**src/rtl/uart_rx.sv**
```systemverilog
// UART receiver: 8 data bits, LSB first, one stop bit, no parity.
// Mid-bit sampling is timed from the detected start edge with a per-bit counter.
// A framing error parks the FSM in BRK until the line returns high.
//
// state | meaning
// IDLE  | line idle, waiting for a falling edge on rx_s
// START | counting to the middle of the start bit to confirm it
// DATA  | sampling the 8 data bits at mid-bit
// STOP  | sampling the stop bit, then completing or rejecting the byte
// BRK   | stop bit was low; wait for the line to return high
module uart_rx #(
    parameter int CLKS_PER_BIT = 16
) (
    input  logic       clk,
    input  logic       reset,
    input  logic       rx,
    input  logic       rx_ready,
    output logic [7:0] rx_data,
    output logic       rx_valid,
    output logic       frame_err,
    output logic       overrun,
    output logic       busy
);

    localparam int CW = $clog2(CLKS_PER_BIT);
    localparam logic [CW-1:0] CNT_HALF = CW'(CLKS_PER_BIT / 2 - 1);
    localparam logic [CW-1:0] CNT_FULL = CW'(CLKS_PER_BIT - 1);

    typedef enum logic [2:0] {
        IDLE,
        START,
        DATA,
        STOP,
        BRK
    } state_t;

    state_t          state;
    logic [CW-1:0]   cnt;
    logic [2:0]      bit_idx;
    logic [7:0]      shreg;
    logic            rx_meta;
    logic            rx_s;
    logic            rx_s_d;

    // Two-flop synchronizer plus a delayed copy for falling-edge detection; idle-high reset.
    always_ff @(posedge clk or negedge reset) begin
        if (!reset) begin
            rx_meta <= 1'b1;
            rx_s    <= 1'b1;
            rx_s_d  <= 1'b1;
        end else begin
            rx_meta <= rx;
            rx_s    <= rx_meta;
            rx_s_d  <= rx_s;
        end
    end

    // Receive FSM with the output handshake; completion at the stop edge overrides the consume-clear.
    always_ff @(posedge clk or negedge reset) begin
        if (!reset) begin
            state     <= IDLE;
            cnt       <= '0;
            bit_idx   <= '0;
            shreg     <= 8'h00;
            rx_data   <= 8'h00;
            rx_valid  <= 1'b0;
            frame_err <= 1'b0;
            overrun   <= 1'b0;
        end else begin
            frame_err <= 1'b0;
            overrun   <= 1'b0;
            if (rx_valid && rx_ready) begin
                rx_valid <= 1'b0;
            end
            case (state)
                IDLE: begin
                    if (!rx_s && rx_s_d) begin
                        state <= START;
                        cnt   <= '0;
                    end
                end
                START: begin
                    if (cnt == CNT_HALF) begin
                        cnt     <= '0;
                        bit_idx <= '0;
                        state   <= rx_s ? IDLE : DATA;
                    end else begin
                        cnt <= cnt + 1'b1;
                    end
                end
                DATA: begin
                    if (cnt == CNT_FULL) begin
                        cnt     <= '0;
                        shreg   <= {rx_s, shreg[7:1]};
                        bit_idx <= bit_idx + 1'b1;
                        if (bit_idx == 3'd7) begin
                            state <= STOP;
                        end
                    end else begin
                        cnt <= cnt + 1'b1;
                    end
                end
                STOP: begin
                    if (cnt == CNT_FULL) begin
                        cnt <= '0;
                        if (rx_s) begin
                            state <= IDLE;
                            if (!rx_valid || rx_ready) begin
                                rx_data  <= shreg;
                                rx_valid <= 1'b1;
                            end else begin
                                overrun <= 1'b1;
                            end
                        end else begin
                            frame_err <= 1'b1;
                            state     <= BRK;
                        end
                    end else begin
                        cnt <= cnt + 1'b1;
                    end
                end
                BRK: begin
                    if (rx_s) begin
                        state <= IDLE;
                    end
                end
                default: begin
                    state <= IDLE;
                    cnt   <= '0;
                end
            endcase
        end
    end

    assign busy = (state != IDLE);

endmodule

```
**config.mk**
```make
export PLATFORM = sky130hd
export DESIGN_NAME = uart_rx
export DESIGN_NICKNAME = d
export VERILOG_FILES = /design/src/rtl/uart_rx.sv
export SDC_FILE = /design/constraint.sdc
export NUM_CORES = 1
export LEC_CHECK = 0
export ABC_AREA = 1
export CAP_MARGIN = 10
export CORE_ASPECT_RATIO = 0.7
export CORE_MARGIN = 2
export CORE_UTILIZATION = 35
export CTS_CLUSTER_DIAMETER = 60
export DETAILED_ROUTE_END_ITERATION = 16
export GPL_TIMING_DRIVEN = 0
export PLACE_DENSITY = 0.5
export SLEW_MARGIN = 40
export SYNTH_ARGS = -nofsm -noshare
export SYNTH_HDL_FRONTEND = slang
export SYNTH_SLANG_ARGS = --single-unit
```
**constraint.sdc**
```tcl
create_clock -name clk -period 1.71 [get_ports clk]
set_input_delay 0.2565 -clock clk [delete_from_list [all_inputs] [get_ports clk]]
set_output_delay 0.2565 -clock clk [all_outputs]
set_load 0.02 [all_outputs]
```
Word-level counts from Yosys, hierarchy flattened. Index checks and enable logic that the tools add are counted.

Equality and inequality tests: 13. $add $sub $neg: 2. Bitwise operators: 1. Reductions and logical operators: 14. Mux-type cells: 28.

Operators with widths (count): $mux 3 (9); $pmux 4 s4 (1); $pmux 3 s5 (1); $mux 1 (12); $mux 4 (3); $ne 2x2->1 const B (6); $eq 3x2->1 const B (2); $eq 3x3->1 const B (2); $pmux 3 s2 (1); $reduce_and 6->1 (1); $add 4x1->4 const B (1); $eq 4x3->1 const B (1); $eq 4x4->1 const B (1); $reduce_and 2->1 (2); $reduce_and 4->1 (1); $add 3x1->3 const B (1); $eq 3x1->1 const B (1); $logic_not 3->1 (1); $reduce_and 3->1 (1); $reduce_bool 3->1 (1); $logic_and 1x1->1 (2); $logic_not 1->1 (2); $mux 2 (1); $reduce_bool 2->1 (1); 3 further kinds (3).

Input port bits: 4. Flip-flop bits (word level): 32. Output and inout port bits: 12.

Logic depth before layout (Yosys ltp). Gate-level depths: netlist (run 1).

Depth in word-level cells: 6. Gate-level depth with buffers: 9.

Worst setup path after synthesis (run 1). Ideal clock, no wire load.

Path type: flip-flop to flip-flop. Start point: register cnt[0]. End point: register rx_data[0]. Buffers on the path: 0. Stages on the path, launching flop included: 7. Required time: 1593 ps. Slack: 446 ps. Clock period less this slack: 1264 ps. Arrival: 1147 ps. Cell sequence: dfrtp_1 ha_1 nand3_4 nor3_4 nand2_2 nand2_1 nand2_1.

Longest elaborated chain between the ends: 2.

RTL lines: start: declaration (RTL line 38) `logic [CW-1:0] cnt;`; start signal: assignment (RTL line 88) `cnt <= cnt + 1'b1;`; start signal: assignment (RTL line 100) `cnt <= cnt + 1'b1;`; start signal: assignment (RTL line 119) `cnt <= cnt + 1'b1;`; $eq 4x4->1 (RTL line 104) `if (cnt == CNT_FULL) begin`; $reduce_and 4->1 (no line); end signal: assignment (RTL line 109) `rx_data <= shreg;`; end: declaration (RTL line 18) `output logic [7:0] rx_data,`.

No other way between the ends. A chain may end at the register's enable or synchronous reset.

Final worst setup path (run 1).
Start point: register state[2]. End point: output port busy.

Longest elaborated chain between the ends: 1.

RTL lines: start: declaration (RTL line 37) `state_t state;`; start signal: assignment (RTL line 86) `state <= rx_s ? IDLE : DATA;`; $reduce_bool 3->1 (RTL line 135) `assign busy = (state != IDLE);`; end: declaration (RTL line 22) `output logic busy`.

No other way between the ends.

==> flow_summary_export.csv, run 1 <==
group,metric,value,unit
status,status,"complete, no violations",
synth,ys_seq_area_share,55.8,%
worst_setup_path,worst-setup-path-type,"reg2out",
detailed_routing,drt_iter0_markers,69,
worst_setup_path,r2r_cells,6,
grt,antenna_found_initial,0,
timing,worst_pin_slew,377,ps
clock_tree,htreeDepth,2,
worst_setup_path,cp_data_required_time,1450,ps
timing,period_share,94.3,%
worst_setup_path,r2r-start,"cnt[0]",
detailed_routing,ant_nets,0,
floorplan,num_io_pins,16,
cells_and_area,final_cell_mix,"55 x nand2_1, 29 x dfrtp_1, 13 x nand3_1, 13 x clkdlybuf4s50_1, 11 x o21ai_0",
placement,portBuffers,15,
clock_tree,numCtsBuffers,5,
worst_setup_path,crit_path_top_delay_cell,"dfrtp_1",
floorplan,rows,19,
placement,dpl.hpwl,1.97,mm
worst_setup_path,reg2reg_to,"rx_data[6]",
timing,fin_skew,5.93,ps
pwr,leakage,0.910,nW
cells_and_area,multiInputGateArea,572,sq um
detailed_routing,vias_per_cell,4.56,
timing,finalCriticalPeriod,1610,ps
clock_tree,clock_sinks,32,
worst_setup_path,startpoint,"state[2]",
clock_tree,clk_pin_slew_worst_paths,70,ps
timing,hold_viol,0,
timing,setup_viol,0,
timing,rsz0062_at_grt,"false",
floorplan,die_w,80.7,um
synth,ys_ff_latch,32,
synth,synth_area_per_cell,9.07,sq um
worst_setup_path,crit_chain,"nor2_2, nand2_1, dlygate4sd2_1",
cells_and_area,drive_gt1_share,17.4,%
synth,ys_types,22,
detailed_routing,dr.pass1.iters,4,
floorplan,core_area,3950,sq um
synth,mappedNetlistArea,1440,sq um
synth,ys_warn_count,0,
floorplan,start_util,36.5,%
pwr,power_density,1150,nW/um^2
grt,grt_pass1_vias,999,
synth,synth_top_area_share,50.3,%
clock_tree,cts_tree,"done",
worst_setup_path,cp_max_fo,4,
placement,globalplace.congestion,0.739,
detailed_routing,wl,2.64,mm
detailed_routing,remaining_drc_errors,0,
detailed_routing,num_vias,1075,
grt,grt_first_pass_wirelength,4.57,mm
timing,max_freq,0.620,GHz
cells_and_area,synthToLayoutAreaGrowth,24.0,%
cells_and_area,regArea,805,sq um
clock_tree,cts_root_buf,"clkbuf_8",
synth,synthCells,159,
floorplan,die-area,4660,sq um
worst_hold_path,hold_path_class,"reg2reg",
worst_setup_path,cp_slowest_stage_delay,430,ps
worst_setup_path,cp.arrival,1360,ps
floorplan,die_h,57.7,um
clock_tree,cts_buffer_depth,2,
cells_and_area,final_common_cell,"nand2_1",
clock_tree,clk_latency,280,ps
cells_and_area,antenna_cells,0,
pwr,power,2.06,mW
grt,grt_max_degree,20,
grt,grt_usage,13.3,%
synth,synth_top_area_cell,"dfrtp_1",
worst_setup_path,endpoint,"busy",
worst_setup_path,worstSetupEndpointType,"output port",
timing,fin_setup_tns,0,ps
cells_and_area,fill_cells,369,
worst_setup_path,startpoint_type,"flop",
pwr,peakVddDrop,0.426,mV
synth,synth_area_leaders,"dfrtp_1 50%, nand2_1 14%, dfstp_2 5.5%",
timing,drv_slew,0,
timing,relSlewSlack,74.8,%
clock_tree,post_cts_buffers,0,
synth,syn_nets,166,
job,maxCapViolations,0,
cells_and_area,final_nets,190,
worst_setup_path,ff2ff_setup_slack,290,ps
grt,grt_remaining_overflow,0,
detailed_routing,wl_per_cell,11.2,um
[registers in the layout (all words and copies together), names as in the netlist]
name,flops
bit_idx,3
cnt,4
frame_err,1
overrun,1
rx_data,8
rx_meta,1
rx_s,1
rx_s_d,1
rx_valid,1
shreg,8
state,3
[Yosys cell counts]
master	instances
buf_6	1
nor2_1	9
nand2_1	55
nand3_2	2
inv_2	4
dfrtp_1	29
o21ai_2	1
nand3_1	13
nor2_2	5
a21boi_1	1
ha_1	3
buf_2	1
inv_1	9
nand2_2	2
nand3_4	1
dfstp_2	3
a21oi_1	2
nor2_4	2
o21ai_1	2
xor2_1	2
o21ai_0	11
nor3_4	1
[timing repair]
item                                    CTS  global route
hold buffers                              1             0
endpoints found under the setup margin    1             0
gates resized for setup                   1             0
hold endpoints to repair                 13             0
[where the power goes]
| group | total (mW) | switching, mW | internal [mW] | leakage, nW |
|---|---|---|---|---|
| Clock | 0.626 | 0.259 | 0.367 | 0.0515 |
| Combinational | 0.531 | 0.349 | 0.182 | 0.430 |
| Sequential | 0.905 | 0.0801 | 0.825 | 0.429 |
[area by class of cell]
type | count | share of cell area [%]
buffer | 2 | 0.910
sequential | 32 | 45.0
tap | 52 | 3.64
clock buffer | 8 | 5.60
multi-input combinational | 112 | 32.0
inverter | 13 | 2.73
timing repair buffer | 17 | 10.1
[through the flow]
stage          instance area [sq um]  hold WS (ps)  worst slack, ps  utilization (%)  std cells
4_1_cts                         1790           358              110             45.3        236
6_report                        1790           357             98.1             45.3        236
2_1_floorplan                   1440         -39.1              446                -        159
3_5_place_dp                    1680           194              194             42.5        227
3_3_place_gp                    1660           347             -236             42.0        226
5_1_grt                         1790           367             30.3             45.3        236
[cells by family after synthesis]
kind of cell / count (synthesis) / synth area share, %
AND/OR/NAND/NOR: 90 / 29.5
buffers and inverters: 15 / 4.51
AO/OA/AOI/OAI: 17 / 6.34
flip-flops: 32 / 55.8
XOR/XNOR: 2 / 1.22
adder cells (fa/ha/maj): 3 / 2.60
[metal layers]
metal,vias up,share of wire (%),track usage [%]
met5,-,0,0
met3,5,4.2,4.67
met1,495,54,19.3
met2,21,40,18.1
met4,0,1.2,5.81
li1,554,-,-
[critical path, delay by kind of cell (launching register included)]
kind	cells	cell delay (ps)
DFF	1	430
buffers and inverters	1	330
and+or+nand+nor	2	320
[worst min-delay path by stage]
stage               startpoint         end  slack (ps)  cells after the start
floorplan                reset  bit_idx[0]         -40                      0
global placement       rx_meta        rx_s         350                      0
detailed placement       reset    state[1]         190                      1
CTS                    rx_meta        rx_s         360                      0
global route           rx_meta        rx_s         370                      0
finish                 rx_meta        rx_s         360                      0
Power figures use the tool's default switching activity.
==> run 2, diff against run 1 <==
--- a/config.mk
+++ b/config.mk
@@ -8,13 +8,11 @@
 export ABC_AREA = 1
 export CAP_MARGIN = 10
 export CORE_ASPECT_RATIO = 0.7
-export CORE_MARGIN = 2
 export CORE_UTILIZATION = 35
 export CTS_CLUSTER_DIAMETER = 60
 export DETAILED_ROUTE_END_ITERATION = 16
 export GPL_TIMING_DRIVEN = 0
 export PLACE_DENSITY = 0.5
-export SLEW_MARGIN = 40
 export SYNTH_ARGS = -nofsm -noshare
 export SYNTH_HDL_FRONTEND = slang
 export SYNTH_SLANG_ARGS = --single-unit
==> run 2 against run 1 <==
- final cell count fell by 0.85%
- wire length fell by 3.0%
- sequential power barely moved
- global-route usage rose by 0.72 points
- setup slack improved by 19 ps
- power fell by 0.39%
- utilization fell by 0.68 points
==> flow_summary_export.csv, run 2 (same netlist as run 1, synthesis figures left out) <==
group,metric,value,unit
grt,top_usage_layer,"met2",
cells_and_area,synthToLayoutAreaGrowth,21.4,%
detailed_routing,dr.pass1.iters,4,
placement,dpl.hpwl,1.89,mm
cells_and_area,final_nets,188,
grt,grt_use_met1,19.9,%
worst_setup_path,startpoint_type,"flop",
timing,worst_pin_slew,713,ps
floorplan,start_util,36.7,%
status,status,"complete, no violations",
timing,max_freq,0.628,GHz
floorplan,die-area,4380,sq um
clock_tree,htreeDepth,2,
timing,drv_slew,0,
grt,grt_pass1_vias,1053,
placement,post-place-ws,194,ps
clock_tree,clock_sinks,32,
detailed_routing,remaining_drc_errors,0,
floorplan,core_area,3920,sq um
timing,finalCriticalPeriod,1590,ps
grt,antenna_found_initial,0,
clock_tree,clk_latency,280,ps
detailed_routing,wl,2.56,mm
clock_tree,clk_pin_slew_worst_paths,60,ps
worst_setup_path,cp_max_fo,4,
floorplan,rows,19,
placement,portBuffers,15,
worst_setup_path,cp.arrival,1340,ps
worst_setup_path,path_delay_family,"flip-flops",
cells_and_area,final_common_cell,"nand2_1",
detailed_routing,vias_per_cell,4.42,
timing,period_share,93.1,%
detailed_routing,ant_nets,0,
placement,globalplace.congestion,0.731,
timing,hold_viol,0,
worst_setup_path,worst-setup-path-type,"reg2out",
clock_tree,post_cts_buffers,0,
timing,rsz0062_at_grt,"false",
timing,hold_slack,33.2,ps
pwr,leakage,0.893,nW
detailed_routing,wl_per_cell,11.0,um
worst_hold_path,hold_path_class,"in2async",
grt,grt_first_pass_wirelength,4.73,mm
timing,fin_ws,117,ps
cells_and_area,final_cell_mix,"55 x nand2_1, 29 x dfrtp_1, 13 x nand3_1, 13 x clkdlybuf4s50_1, 11 x o21ai_0",
pwr,power_density,1170,nW/um^2
grt,grt_max_degree,33,
worst_setup_path,crit_chain,"nor2_2, nand2_1, dlygate4sd2_1",
grt,grt_remaining_overflow,0,
timing,setup_viol,0,
grt,use_met2,20.2,%
timing,relSlewSlack,52.5,%
floorplan,die_h,55.7,um
detailed_routing,num_vias,1034,
cells_and_area,drive_gt1_share,17.0,%
worst_setup_path,worstSetupEndpointType,"output port",
timing,fin_skew,5.53,ps
cells_and_area,antenna_cells,0,
worst_setup_path,crit_path_top_delay_cell,"dfrtp_1",
pwr,peakVddDrop,0.506,mV
clock_tree,cts_root_buf,"clkbuf_8",
clock_tree,cts_buffer_depth,2,
floorplan,die_w,78.7,um
job,maxCapViolations,0,
floorplan,num_io_pins,16,
worst_setup_path,cp_slowest_stage_delay,430,ps
grt,gr-usage-met3,4.92,%
worst_setup_path,crit_buf_inv,1,
worst_setup_path,cp_data_required_time,1450,ps
clock_tree,cts_tree,"done",
clock_tree,numCtsBuffers,5,
detailed_routing,drt_iter0_markers,44,
cells_and_area,reg_top3,"rx_data (8), shreg (8), cnt (4)",
grt,grt_usage,14.0,%
## run 2: cell count changes in the layout (fill, tap and decap cells not counted), sizes merged
cell,before,now
buf,4,3
dlygate4sd3,1,0
## run 2: metrics by stage
stage	setup TNS [ps]	cell area [sq um]	power, mW	cells	util, %
after floorplan	0	1440	1.31	159	-
after global placement	-6830	1660	1.45	226	42.2
after detailed placement	0	1650	1.45	226	42.1
after CTS	0	1750	2.08	234	44.6
after global routing	0	1750	2.20	234	44.6
final	0	1750	2.05	234	44.6
## run 2: timing repair
action                     CTS  global route
hold buffers                 0             0
setup endpoints to repair    1             0
gates resized for setup      1             0
## run 2: area by class of cell
cell class	count	area [sq um]
Buffer	2	16.3
Clock buffer	8	100
Fill cell	399	2170
Inverter	13	48.8
Multi-Input combinational cell	112	572
Sequential cell	32	805
Tap cell	52	65.1
Timing Repair Buffer	15	144
## run 2: report_power, final
part	switching (mW)	total (mW)	internal (mW)
clock	0.264	0.631	0.367
combinational	0.341	0.515	0.174
sequential	0.0826	0.908	0.825
total	0.688	2.05	1.37
## run 2: worst paths after layout
kind / from / endpoint / slack [ps] / cells after the start
setup / recovery: state[2] / busy / 120 / 3
hold / removal: reset / cnt[0] / 30 / 1
setup reg to reg: cnt[0] / rx_data[2] / 300 / 6
hold reg to reg: rx_meta / rx_s / 360 / 0
max in group asynchronous: reset / bit_idx[1] / 1220 / 1
min in group clk: rx_meta / rx_s / 360 / 0
## run 2: worst register-to-register path, cell delays in order, from the launching register on
cell     delay [ps]
dfrtp_1         390
ha_1            270
nand3_4         150
nor3_4          210
nand2_2         140
nand2_1          80
nand2_1          50
## run 2: layer usage
metal	vias up	wire, um
met5	-	0
met4	0	0
met3	0	94
met2	15	1050
met1	474	1420
li1	545	-
